File: config.mk
export PLATFORM = sky130hd
export DESIGN_NAME = easyaxi_rd_mst
export DESIGN_NICKNAME = d
export VERILOG_FILES = /design/src/rtl/easyaxi_rd_mst.sv
export SDC_FILE = /design/constraint.sdc
export NUM_CORES = 1
export LEC_CHECK = 0
export ABC_AREA = 1
export ABC_CLOCK_PERIOD_IN_PS = 2000
export BUFFER_PORTS_ARGS = -buffer_cell sky130_fd_sc_hd__buf_2
export CORE_MARGIN = 1.5
export CORE_UTILIZATION = 45
export CTS_CLUSTER_DIAMETER = 120
export DETAILED_ROUTE_END_ITERATION = 10
export GPL_TIMING_DRIVEN = 1
export HOLD_SLACK_MARGIN = 0.06
export PLACE_DENSITY_LB_ADDON = 0.05
export SYNTH_ARGS = -nofsm -noshare
export SYNTH_HDL_FRONTEND = slang
export SYNTH_SLANG_ARGS = --single-unit
File: constraint.sdc
create_clock -name clk -period 2 [get_ports clk]
set_input_delay 0.2 -clock clk [delete_from_list [all_inputs] [get_ports clk]]
set_output_delay 0.2 -clock clk [all_outputs]
set_load 0.01 [all_outputs]
File: src/rtl/easyaxi_rd_mst.sv
// Single-outstanding AXI read master: accepts one user read command, issues AR,
// collects R beats, and reports a one-cycle completion with response/error status.
module easyaxi_rd_mst #(
   parameter int ID_W   = 4,
   parameter int ADDR_W = 32,
   parameter int LEN_W  = 8,
   parameter int DATA_W = 32,
   parameter int TO_CYC = 255
) (
   input  logic              clk,
   input  logic              rst_n,
   input  logic              enable,
   input  logic              cmd_valid,
   output logic              cmd_ready,
   input  logic [ID_W-1:0]   cmd_id,
   input  logic [ADDR_W-1:0] cmd_addr,
   input  logic [LEN_W-1:0]  cmd_len,
   input  logic [2:0]        cmd_size,
   input  logic [1:0]        cmd_burst,
   output logic              axi_mst_arvalid,
   input  logic              axi_mst_arready,
   output logic [ID_W-1:0]   axi_mst_arid,
   output logic [ADDR_W-1:0] axi_mst_araddr,
   output logic [LEN_W-1:0]  axi_mst_arlen,
   output logic [2:0]        axi_mst_arsize,
   output logic [1:0]        axi_mst_arburst,
   input  logic              axi_mst_rvalid,
   output logic              axi_mst_rready,
   input  logic [DATA_W-1:0] axi_mst_rdata,
   input  logic [1:0]        axi_mst_rresp,
   input  logic              axi_mst_rlast,
   output logic              beat_valid,
   output logic [DATA_W-1:0] beat_data,
   output logic [LEN_W-1:0]  beat_idx,
   output logic              done_valid,
   output logic [1:0]        done_resp,
   output logic [LEN_W:0]    done_beats,
   output logic              done_last_err,
   output logic              done_timeout
);

   typedef enum logic [1:0] {
      ST_IDLE = 2'd0,
      ST_AR   = 2'd1,
      ST_R    = 2'd2,
      ST_DONE = 2'd3
   } state_t;

   // Idle count at which the next idle cycle completes the timeout.
   localparam logic [7:0] TO_LIM = 8'(TO_CYC - 1);
   localparam logic [1:0] RESP_OKAY = 2'b00;

   state_t              state_r;
   state_t              state_nxt_s;
   logic [ID_W-1:0]     id_r;
   logic [ADDR_W-1:0]   addr_r;
   logic [LEN_W-1:0]    len_r;
   logic [2:0]          size_r;
   logic [1:0]          burst_r;
   logic [LEN_W:0]      cnt_r;
   logic [1:0]          resp_r;
   logic [7:0]          to_cnt_r;
   logic                last_err_r;
   logic                timeout_r;

   logic                cmd_hs_s;
   logic                ar_hs_s;
   logic                r_hs_s;
   logic                len_hit_s;
   logic                r_end_s;
   logic                to_hit_s;
   logic                in_done_s;

   // Handshake and termination decode.
   always_comb begin
      cmd_ready = rst_n & enable & (state_r == ST_IDLE);
      cmd_hs_s  = cmd_valid & cmd_ready;
      ar_hs_s   = (state_r == ST_AR) & axi_mst_arready;
      r_hs_s    = (state_r == ST_R) & axi_mst_rvalid;
      len_hit_s = (cnt_r == {1'b0, len_r});
      r_end_s   = r_hs_s & (axi_mst_rlast | len_hit_s);
      to_hit_s  = (state_r == ST_R) & ~axi_mst_rvalid & (to_cnt_r == TO_LIM);
      in_done_s = (state_r == ST_DONE);
   end

   // Next-state logic.
   always_comb begin
      state_nxt_s = state_r;
      case (state_r)
         ST_IDLE: begin
            if (cmd_hs_s) state_nxt_s = ST_AR;
            else          state_nxt_s = ST_IDLE;
         end
         ST_AR: begin
            if (ar_hs_s) state_nxt_s = ST_R;
            else         state_nxt_s = ST_AR;
         end
         ST_R: begin
            if (r_end_s || to_hit_s) state_nxt_s = ST_DONE;
            else                     state_nxt_s = ST_R;
         end
         ST_DONE: state_nxt_s = ST_IDLE;
         default: state_nxt_s = ST_IDLE;
      endcase
   end

   // State register.
   always_ff @(posedge clk or negedge rst_n) begin
      if (!rst_n) state_r <= ST_IDLE;
      else        state_r <= state_nxt_s;
   end

   // Command latch; held until the next command so the AR payload stays stable.
   always_ff @(posedge clk or negedge rst_n) begin
      if (!rst_n) begin
         id_r    <= '0;
         addr_r  <= '0;
         len_r   <= '0;
         size_r  <= 3'd0;
         burst_r <= 2'd0;
      end else if (cmd_hs_s) begin
         id_r    <= cmd_id;
         addr_r  <= cmd_addr;
         len_r   <= cmd_len;
         size_r  <= cmd_size;
         burst_r <= cmd_burst;
      end
   end

   // Beat counter, sticky response, idle timer and completion flags.
   always_ff @(posedge clk or negedge rst_n) begin
      if (!rst_n) begin
         cnt_r      <= '0;
         resp_r     <= RESP_OKAY;
         to_cnt_r   <= 8'd0;
         last_err_r <= 1'b0;
         timeout_r  <= 1'b0;
      end else if (ar_hs_s) begin
         cnt_r      <= '0;
         resp_r     <= RESP_OKAY;
         to_cnt_r   <= 8'd0;
         last_err_r <= 1'b0;
         timeout_r  <= 1'b0;
      end else if (r_hs_s) begin
         cnt_r    <= cnt_r + {{LEN_W{1'b0}}, 1'b1};
         to_cnt_r <= 8'd0;
         if ((resp_r == RESP_OKAY) && (axi_mst_rresp != RESP_OKAY)) resp_r <= axi_mst_rresp;
         // rlast and the length count must agree on the terminating beat.
         if (r_end_s) last_err_r <= axi_mst_rlast ^ len_hit_s;
      end else if (state_r == ST_R) begin
         to_cnt_r <= to_cnt_r + 8'd1;
         if (to_hit_s) timeout_r <= 1'b1;
      end
   end

   // Channel and report outputs, all forced to zero outside their phase.
   always_comb begin
      axi_mst_arvalid = (state_r == ST_AR);
      axi_mst_arid    = id_r;
      axi_mst_araddr  = addr_r;
      axi_mst_arlen   = len_r;
      axi_mst_arsize  = size_r;
      axi_mst_arburst = burst_r;
      axi_mst_rready  = (state_r == ST_R);
      beat_valid      = r_hs_s;
      beat_data       = r_hs_s ? axi_mst_rdata : '0;
      beat_idx        = r_hs_s ? cnt_r[LEN_W-1:0] : '0;
      done_valid      = in_done_s;
      done_resp       = in_done_s ? resp_r : 2'b00;
      done_beats      = in_done_s ? cnt_r : '0;
      done_last_err   = in_done_s & last_err_r;
      done_timeout    = in_done_s & timeout_r;
   end

endmodule

==> results.md, run 1 <==
- The run finished with clean final reports.
- The congestion estimate from routability-driven global placement came to a little under 0.9.
- The number of nets with antenna violations after detailed routing is 0.
- The HPWL after detailed placement is 7086 µm.
- The instance count after placement with tap cells included is 781.
- The worst register-to-register path begins at cnt_r[0].
- The number of cells upsized or downsized after cts is 0.
- The number of setup buffers added after CTS is 0.
- The initial utilization of the core area, before any placement, comes to 47.05%.
- The max-capacitance violation count is 0.
- The floorplan step defined a core boundary enclosing 0.007807 mm².
- The final-report hold violation count is 0.
- The worst-case IR drop observed on VDD is slightly above 0.7 mV.
- For this run, the slowest stage of the critical path takes 0.49 ns.
- The routed wirelength normalized by instance count is 12.33 µm.
- The die outline height is 93.35 µm.
- Cells fill 63.62% of the core in the end.
- The number of nets in the synthesized netlist is slightly below 600.
- By count the netlist is led by sky130_fd_sc_hd__nand2_1 (145), sky130_fd_sc_hd__nor2_1 (76), sky130_fd_sc_hd__dfrtp_1 (72).
- The number of buffers inserted by hold repair at cts is 0.
- Averaged over all synthesized cells, the footprint is 7.377 µm².
- The maximum buffer depth of the clock tree is 2.
- The count of cells along the worst register-to-register path is 9.
- Setup repair after global routing left no endpoint under its margin.
- The total negative slack for setup checks is 0 ns.
- The H-tree was split into 3 levels.
- The worst register-to-register path has a setup slack of ~0.37 ns.
- Setup violations remaining at the end of the flow were counted as 0.
- sky130_fd_sc_hd__nand2_1 is the most common cell in the netlist.
- The worst setup path is launched from a flop.
- The x dimension of the die is 93.35 µm.
- Counting flops and latches in the post-synthesis netlist gives slightly above 70.
- In this run the core area contains 32 standard-cell rows.
- STA classifies the critical path endpoint as an output pin.
- Subtracting the final worst setup slack from the clock period gives 1.867 ns.
- The share of Yosys cell area claimed by the top area cell type is between 40% and 50%.
- TritonCTS built the clock tree.
- The worst slew margin relative to its limit is 38.96%.
- Hold timing on the final database bottoms out at a slack of 0.08665 ns.
- Dividing the detail-routed via count by the number of cells gives between 4 and 5.
- The total clock buffers created by CTS is 9.
- During I/O placement, the number of pins put on the boundary was 197.
- The path class of the tightest hold or removal check is primary input to async pin.
- The maximum fanout count along the critical path is 49.
- The first-pass GRT wire length is 15,830 µm.
- The standard cell with the maximum stage delay on the critical path is sky130_fd_sc_hd__dfrtp_1.
- The number of buffers and inverters on the critical path is 2.
- Broken down by cell family, the worst path's largest delay share belongs to buffers and inverters.
- The growth of design area from synthesis to finish is 35.22%.
- In this run the critical register-to-register path is captured at last_err_r.
- Global routing used around 23% of the available tracks across all layers.
- Excluding fillers, the count of instances in the completed layout stands at 796.
- After global routing the overflow that remains totals 0.
- The number of enable flip-flop cells after synthesis is 0.
- Traced cell by cell, the critical path runs through nor3_4, buf_6, buf_2.
- The synthesized netlist cell count is 498.
- The clock arrives with 0.006310 ns of skew.
- The warning count from the yosys run is 0.
- Data arrives at the worst endpoint at 1.67 ns.
- The cell area after technology mapping is 0.003674 mm².
- The total inserted antenna cells is 0.
- The total wire length is 9814 µm.
- Input and output buffers added on the ports amount to roughly 200.
- The post-route netlist has 33.00% of its cells at a drive strength greater than 1.
- The clock sink count is 72.
- In the synthesized netlist the async set-or-reset flop fraction comes to 100.0%.
- The detailed router finished its first iteration with 140 violations.
- Sequential cells were found to cover 49.05% of the synthesized design area.
- The kind of critical path is flop to output pin.
- The detailed-route DRC error count is 0.
- The initial antenna violation count came to 0.
- The via count is 3,771.
- The pin count of the biggest net entering global routing is 73.
- The final count of pins violating max slew is 0.
- In the synthesized netlist the dominant register cell turns out to be sky130_fd_sc_hd__dfrtp_1.
- The clock slew seen by the registers of the worst setup and hold paths is 0.08 ns.
- The overall die area is 0.008714 mm².
- The distinct cell type count after synthesis is 24.
- The cell leakage power is 3.017 nW.
- Based on the critical path, the design can be clocked at up to 535.6 MHz.
- For the pin with the worst max-slew slack, the measured transition is a little over 0.9 ns.
- In this run the power density over the cells is around 1200 mW/mm².
- The CTS root buffer is sky130_fd_sc_hd__clkbuf_8.
- The number of global-route vias before repair is 3,451.
- The worst path required time is roughly 1.8 ns.
- The synthesized design spends more area on one cell type than any other, namely sky130_fd_sc_hd__dfrtp_1.
- In the finished design, the share of the clock period the worst path needs comes to a little over 90%.
- In the post-synthesis netlist, the biggest area contributors are sky130_fd_sc_hd__dfrtp_1 (49%), sky130_fd_sc_hd__nand2_1 (15%), sky130_fd_sc_hd__nand3_1 (9.3%).
- The final net count is a little under 800.
- Clock latency on the worst-skew pair, taken at its later pin, is 0.33 ns.
- The count of TritonRoute iterations in the first routing pass is 4.
## how the worst max path moves through the flow
stage,to,slack [ns],cells past startpoint
after floorplan,last_err_r,0.61,9
after global placement,last_err_r,0.39,9
after detailed placement,last_err_r,0.37,9
after CTS,cmd_ready,0.006,3
after global routing,cmd_ready,0.008,3
final,cmd_ready,0.13,3
## cell type report
class	instances	area, µm²
repair buffers	203	1052
well taps	102	127.6
clock inverters	5	81.33
multi-input cells	337	1515
inverters	67	251.5
clock buffers	10	137.6
flip-flops and latches	72	1802
fillers	758	2840
## metal layers
layer	vias to the layer above	global-route usage, %	wire, µm
met5	-	0	0
met4	0	6.944	31
met3	2	5.447	867
met2	147	37.98	4761
met1	1700	29.39	4153
li1	1922	-	-
## cells by family after synthesis
family | after synthesis | share of synthesized area, %
adder cells (fa/ha/maj) | 4 | 1.362
AO/OA/AOI/OAI | 24 | 3.508
AND/OR/NAND/NOR | 306 | 35.39
flip-flops | 72 | 49.05
buffers and inverters | 89 | 9.979
XOR/XNOR | 3 | 0.7154
## where the power goes
group          switching [mW]  internal (mW)  total, mW  leakage (nW)
logic                    1.35          0.892       2.24          1.99
clock network           0.534          0.730       1.26         0.108
registers               0.404           2.02       2.43         0.918
total                    2.29           3.65       5.94          3.02
## layout by cell type, fill, tap and decap left out, types with 3 or more instances in the layout
cell	instances
sky130_fd_sc_hd__buf_2	195
sky130_fd_sc_hd__nand2_1	144
sky130_fd_sc_hd__nor2_1	76
sky130_fd_sc_hd__dfrtp_1	72
sky130_fd_sc_hd__nand3_1	68
sky130_fd_sc_hd__inv_1	65
sky130_fd_sc_hd__o21ai_0	11
sky130_fd_sc_hd__clkbuf_8	10
sky130_fd_sc_hd__a21oi_1	9
sky130_fd_sc_hd__buf_4	6
sky130_fd_sc_hd__nand4_1	5
sky130_fd_sc_hd__ha_1	4
sky130_fd_sc_hd__or2_2	3
sky130_fd_sc_hd__nor3_1	3
sky130_fd_sc_hd__o31ai_1	3
## state kept, by name, indices dropped and copies added (netlist names), named ones only
signal           cells
cnt_r                9
axi_mst_araddr      32
axi_mst_arsize       3
axi_mst_arburst      2
axi_mst_arid         4
last_err_r           1
to_cnt_r             8
timeout_r            1
axi_mst_arlen        8
resp_r               2
state_r              1
## stage by stage
stage	cell area, µm²	power [mW]	setup slack, ns
after global placement	4737	4.640	0.3865
after detailed placement	4737	4.706	0.3654
after CTS	4956	5.989	0.006033
after floorplan	3674	3.712	0.6107
final	4967	5.938	0.1329
after global routing	4967	6.403	0.007721
(Power assumes the default switching activity.)
==> inputs of run 2 (changes only) <==
--- a/config.mk
+++ b/config.mk
@@ -8,8 +8,10 @@
 export ABC_AREA = 1
 export ABC_CLOCK_PERIOD_IN_PS = 2000
 export BUFFER_PORTS_ARGS = -buffer_cell sky130_fd_sc_hd__buf_2
+export CELL_PAD_IN_SITES_DETAIL_PLACEMENT = 1
+export CELL_PAD_IN_SITES_GLOBAL_PLACEMENT = 2
 export CORE_MARGIN = 1.5
-export CORE_UTILIZATION = 45
+export CORE_UTILIZATION = 23
 export CTS_CLUSTER_DIAMETER = 120
 export DETAILED_ROUTE_END_ITERATION = 10
 export GPL_TIMING_DRIVEN = 1
==> run 2 against run 1 <==
Effect of this change: flip-flop and latch count unchanged; fmax increased by 0.86%; cell count grew 15%; critical path type unchanged; clock skew fell by 0.0010 ns; largest cell class unchanged; final area up 5.7%; hold slack improved by 0.0062 ns; critical path depth increased by 2; via count rose by 3.0%.
==> results.md, run 2 (synthesis results as in run 1) <==
- The run finished with clean final reports.
- The CTS root buffer is sky130_fd_sc_hd__clkbuf_16.
- The pin count of the biggest net entering global routing came to 73 (unchanged).
- The number of setup buffers added after CTS came to 0 (unchanged).
- The area of the core region came to 0.01577 mm² (+100%).
- The detailed-route DRC error count is 0 (unchanged).
- The met3 routed wirelength is 845 µm (-2.5%).
- The maximum frequency from static timing analysis is 540.2 MHz (+0.86%).
- The actual transition at the worst max-transition pin is 0.9551 ns (+0.03948 ns).
- The topmost layer with routed signal wires is met4.
- The worst-skew pair later-pin latency is 0.33 ns (about the same).
- The worst path required time is 1.80 ns (about the same).
- The overall die area came to 0.01674 mm² (+92%).
- The die outline height is 129.4 µm (+39%).
- TritonCTS built the clock tree.
- The total wire length is 12,800 µm (+30%).
- The number of rows in the core area is 46 (+44%).
- The cell leakage power is 3.092 nW (+2.5%).
- The initial antenna violation count is 0 (unchanged).
- The via count was 3,884 (+3.0%).
- The HPWL after detailed placement came to 9531 µm (+35%).
- The worst-case setup slack after placement was 0.3252 ns (-0.04016 ns).
- The routed length on met1 is 5801 µm (+40%).
- The total inserted antenna cells came to 0 (unchanged).
- The top-level port count is 197 (unchanged).
- The post-route fraction of the period consumed by the critical path came to 92.56% (-0.79 points).
- The routed length on met2 is 5963 µm (+25%).
- The clock tree skew after final layout came to 0.005302 ns (-0.001008 ns).
- The worst setup path is of the flop to output pin kind.
- In this run the worst hold path is classified as primary input to flop.
- The fraction of final layout cells with drive strength greater than 1 is 33.48% (+0.48 points).
- The final worst-path setup slack was 0.1487 ns (+0.01585 ns).
- The power per standard cell area was 1253 mW/mm² (+4.8%).
- The level count of the clock H-tree was 3 (unchanged).
- The number of flip-flops under the largest register name is 32 (unchanged).
- STA classifies the critical path startpoint as a flop.
- The routed wirelength normalized by instance count was 13.99 µm (+13%).
- The number of global-route vias before repair was 3,888 (+13%).
- The final count of pins violating max slew is 0 (unchanged).
- The worst slew margin relative to its limit is 36.33% (-2.6 points).
- The clock slew seen by the registers of the worst setup and hold paths is 0.06 ns (-0.02 ns).
- The last weighted congestion value of the routability-driven placer came to 0.7305 (-16%).
- The worst path arrival time came to 1.65 ns (-0.02 ns).
- The final-report hold violation count is 0 (unchanged).
- The max-capacitance violation count is 0 (unchanged).
- The maximum ir drop on the vdd rail is 0.4782 mV (-33%).
- The number of nets with antenna violations after detailed routing is 0 (unchanged).
- Leaving out fill and tap cells, the most frequent cell in the layout is sky130_fd_sc_hd__buf_2.
- Setup repair after global routing left no endpoint under its margin.
- The total negative slack for setup checks was 0 ns (unchanged).
- The effective utilization at floorplan is 23.29% (-24 points).
- The final number of setup-violating endpoints came to 0 (unchanged).
- The total clock buffers created by CTS is 9 (unchanged).
- The share of the core filled with cells in the final layout is 33.31% (-30 points).
- The number of input and output port buffers inserted was 196 (unchanged).
- The aggregate global-route resource usage was 15.22% (-7.6 points).
- The number of violations reported at the end of detailed-routing iteration 0 is 76 (-46%).
- The minimum clock period was 1.851 ns (-0.01585 ns).
- The worst setup path is captured at an output pin.
- The count of TritonRoute iterations in the first routing pass is 4 (unchanged).
- The number of buffers inserted by hold repair at cts is 0 (unchanged).
- The number of cells upsized or downsized after cts was 0 (unchanged).
- The maximum buffer depth of the clock tree is 2 (unchanged).
- The overall power is 6.579 mW (+11%).
- The growth of design area from synthesis to finish is 42.98%.
- The via-per-instance ratio is 4.245 (-10%).
- In the layout the commonest cells are sky130_fd_sc_hd__buf_2 (195), sky130_fd_sc_hd__nand2_1 (144), sky130_fd_sc_hd__nor2_1 (76).
- The worst hold margin is 0.09283 ns (+0.006180 ns).
- The x dimension of the die was 129.4 µm (+39%).
- The maximum fanout count along the critical path is 35 (-29%).
- The final net count came to 788 (+0.51%).
- The global route total overflow is 0 (unchanged).
- The first-pass GRT wire length is 19,850 µm (+25%).
- The clock sink count is 72 (unchanged).
==> run 2: worst max-delay path: stages (launching register included) <==
cell                      delay [ns]
sky130_fd_sc_hd__dfrtp_1        0.44
sky130_fd_sc_hd__inv_1          0.15
sky130_fd_sc_hd__nand3_2        0.16
sky130_fd_sc_hd__buf_4          0.29
sky130_fd_sc_hd__nor2_1         0.12
sky130_fd_sc_hd__buf_2          0.14
==> run 2: through the flow <==
step | instances | area, µm²
final | 915 | 5253
after global placement | 899 | 4922
after global routing | 915 | 5253
after floorplan | 498 | 3674
after CTS | 915 | 5253
after detailed placement | 899 | 4922
==> run 2: final cells by class <==
| type | count | area [µm²] |
|---|---|---|
| sequential | 72 | 1802 |
| fill | 2041 | 10520 |
| clock inverter | 6 | 91.34 |
| multi-input combinational | 337 | 1508 |
| inverter | 67 | 251.5 |
| clock buffer | 10 | 239.0 |
| tap | 216 | 270.3 |
| timing repair buffer | 207 | 1091 |
==> run 2: worst paths after layout <==
check                           depth (start not counted)  slack (ns)                 end               from
worst max register to register                          9        0.31          last_err_r           cnt_r[0]
worst min-delay path                                    3        0.09   axi_mst_araddr[6]        cmd_addr[6]
worst min register to register                          2        0.47   axi_mst_arsize[0]  axi_mst_arsize[0]
min in group asynchronous                               2        0.12         to_cnt_r[7]              rst_n
max in group asynchronous                               2        1.26  axi_mst_araddr[21]              rst_n
worst max-delay path                                    5        0.15       beat_data[27]         state_r[0]
==> run 2: power breakdown <==
part	switching (mW)	leakage, nW	internal (mW)
registers	0.418	0.918	2.03
clock network	0.657	0.163	1.13
logic	1.42	2.01	0.919
==> run 2: routing by layer <==
metal / up-vias / global-route usage [%]
met5: - / 0
met4: 0 / 5.221
met3: 12 / 3.799
met2: 113 / 24.47
met1: 1829 / 19.96
li1: 1930 / -
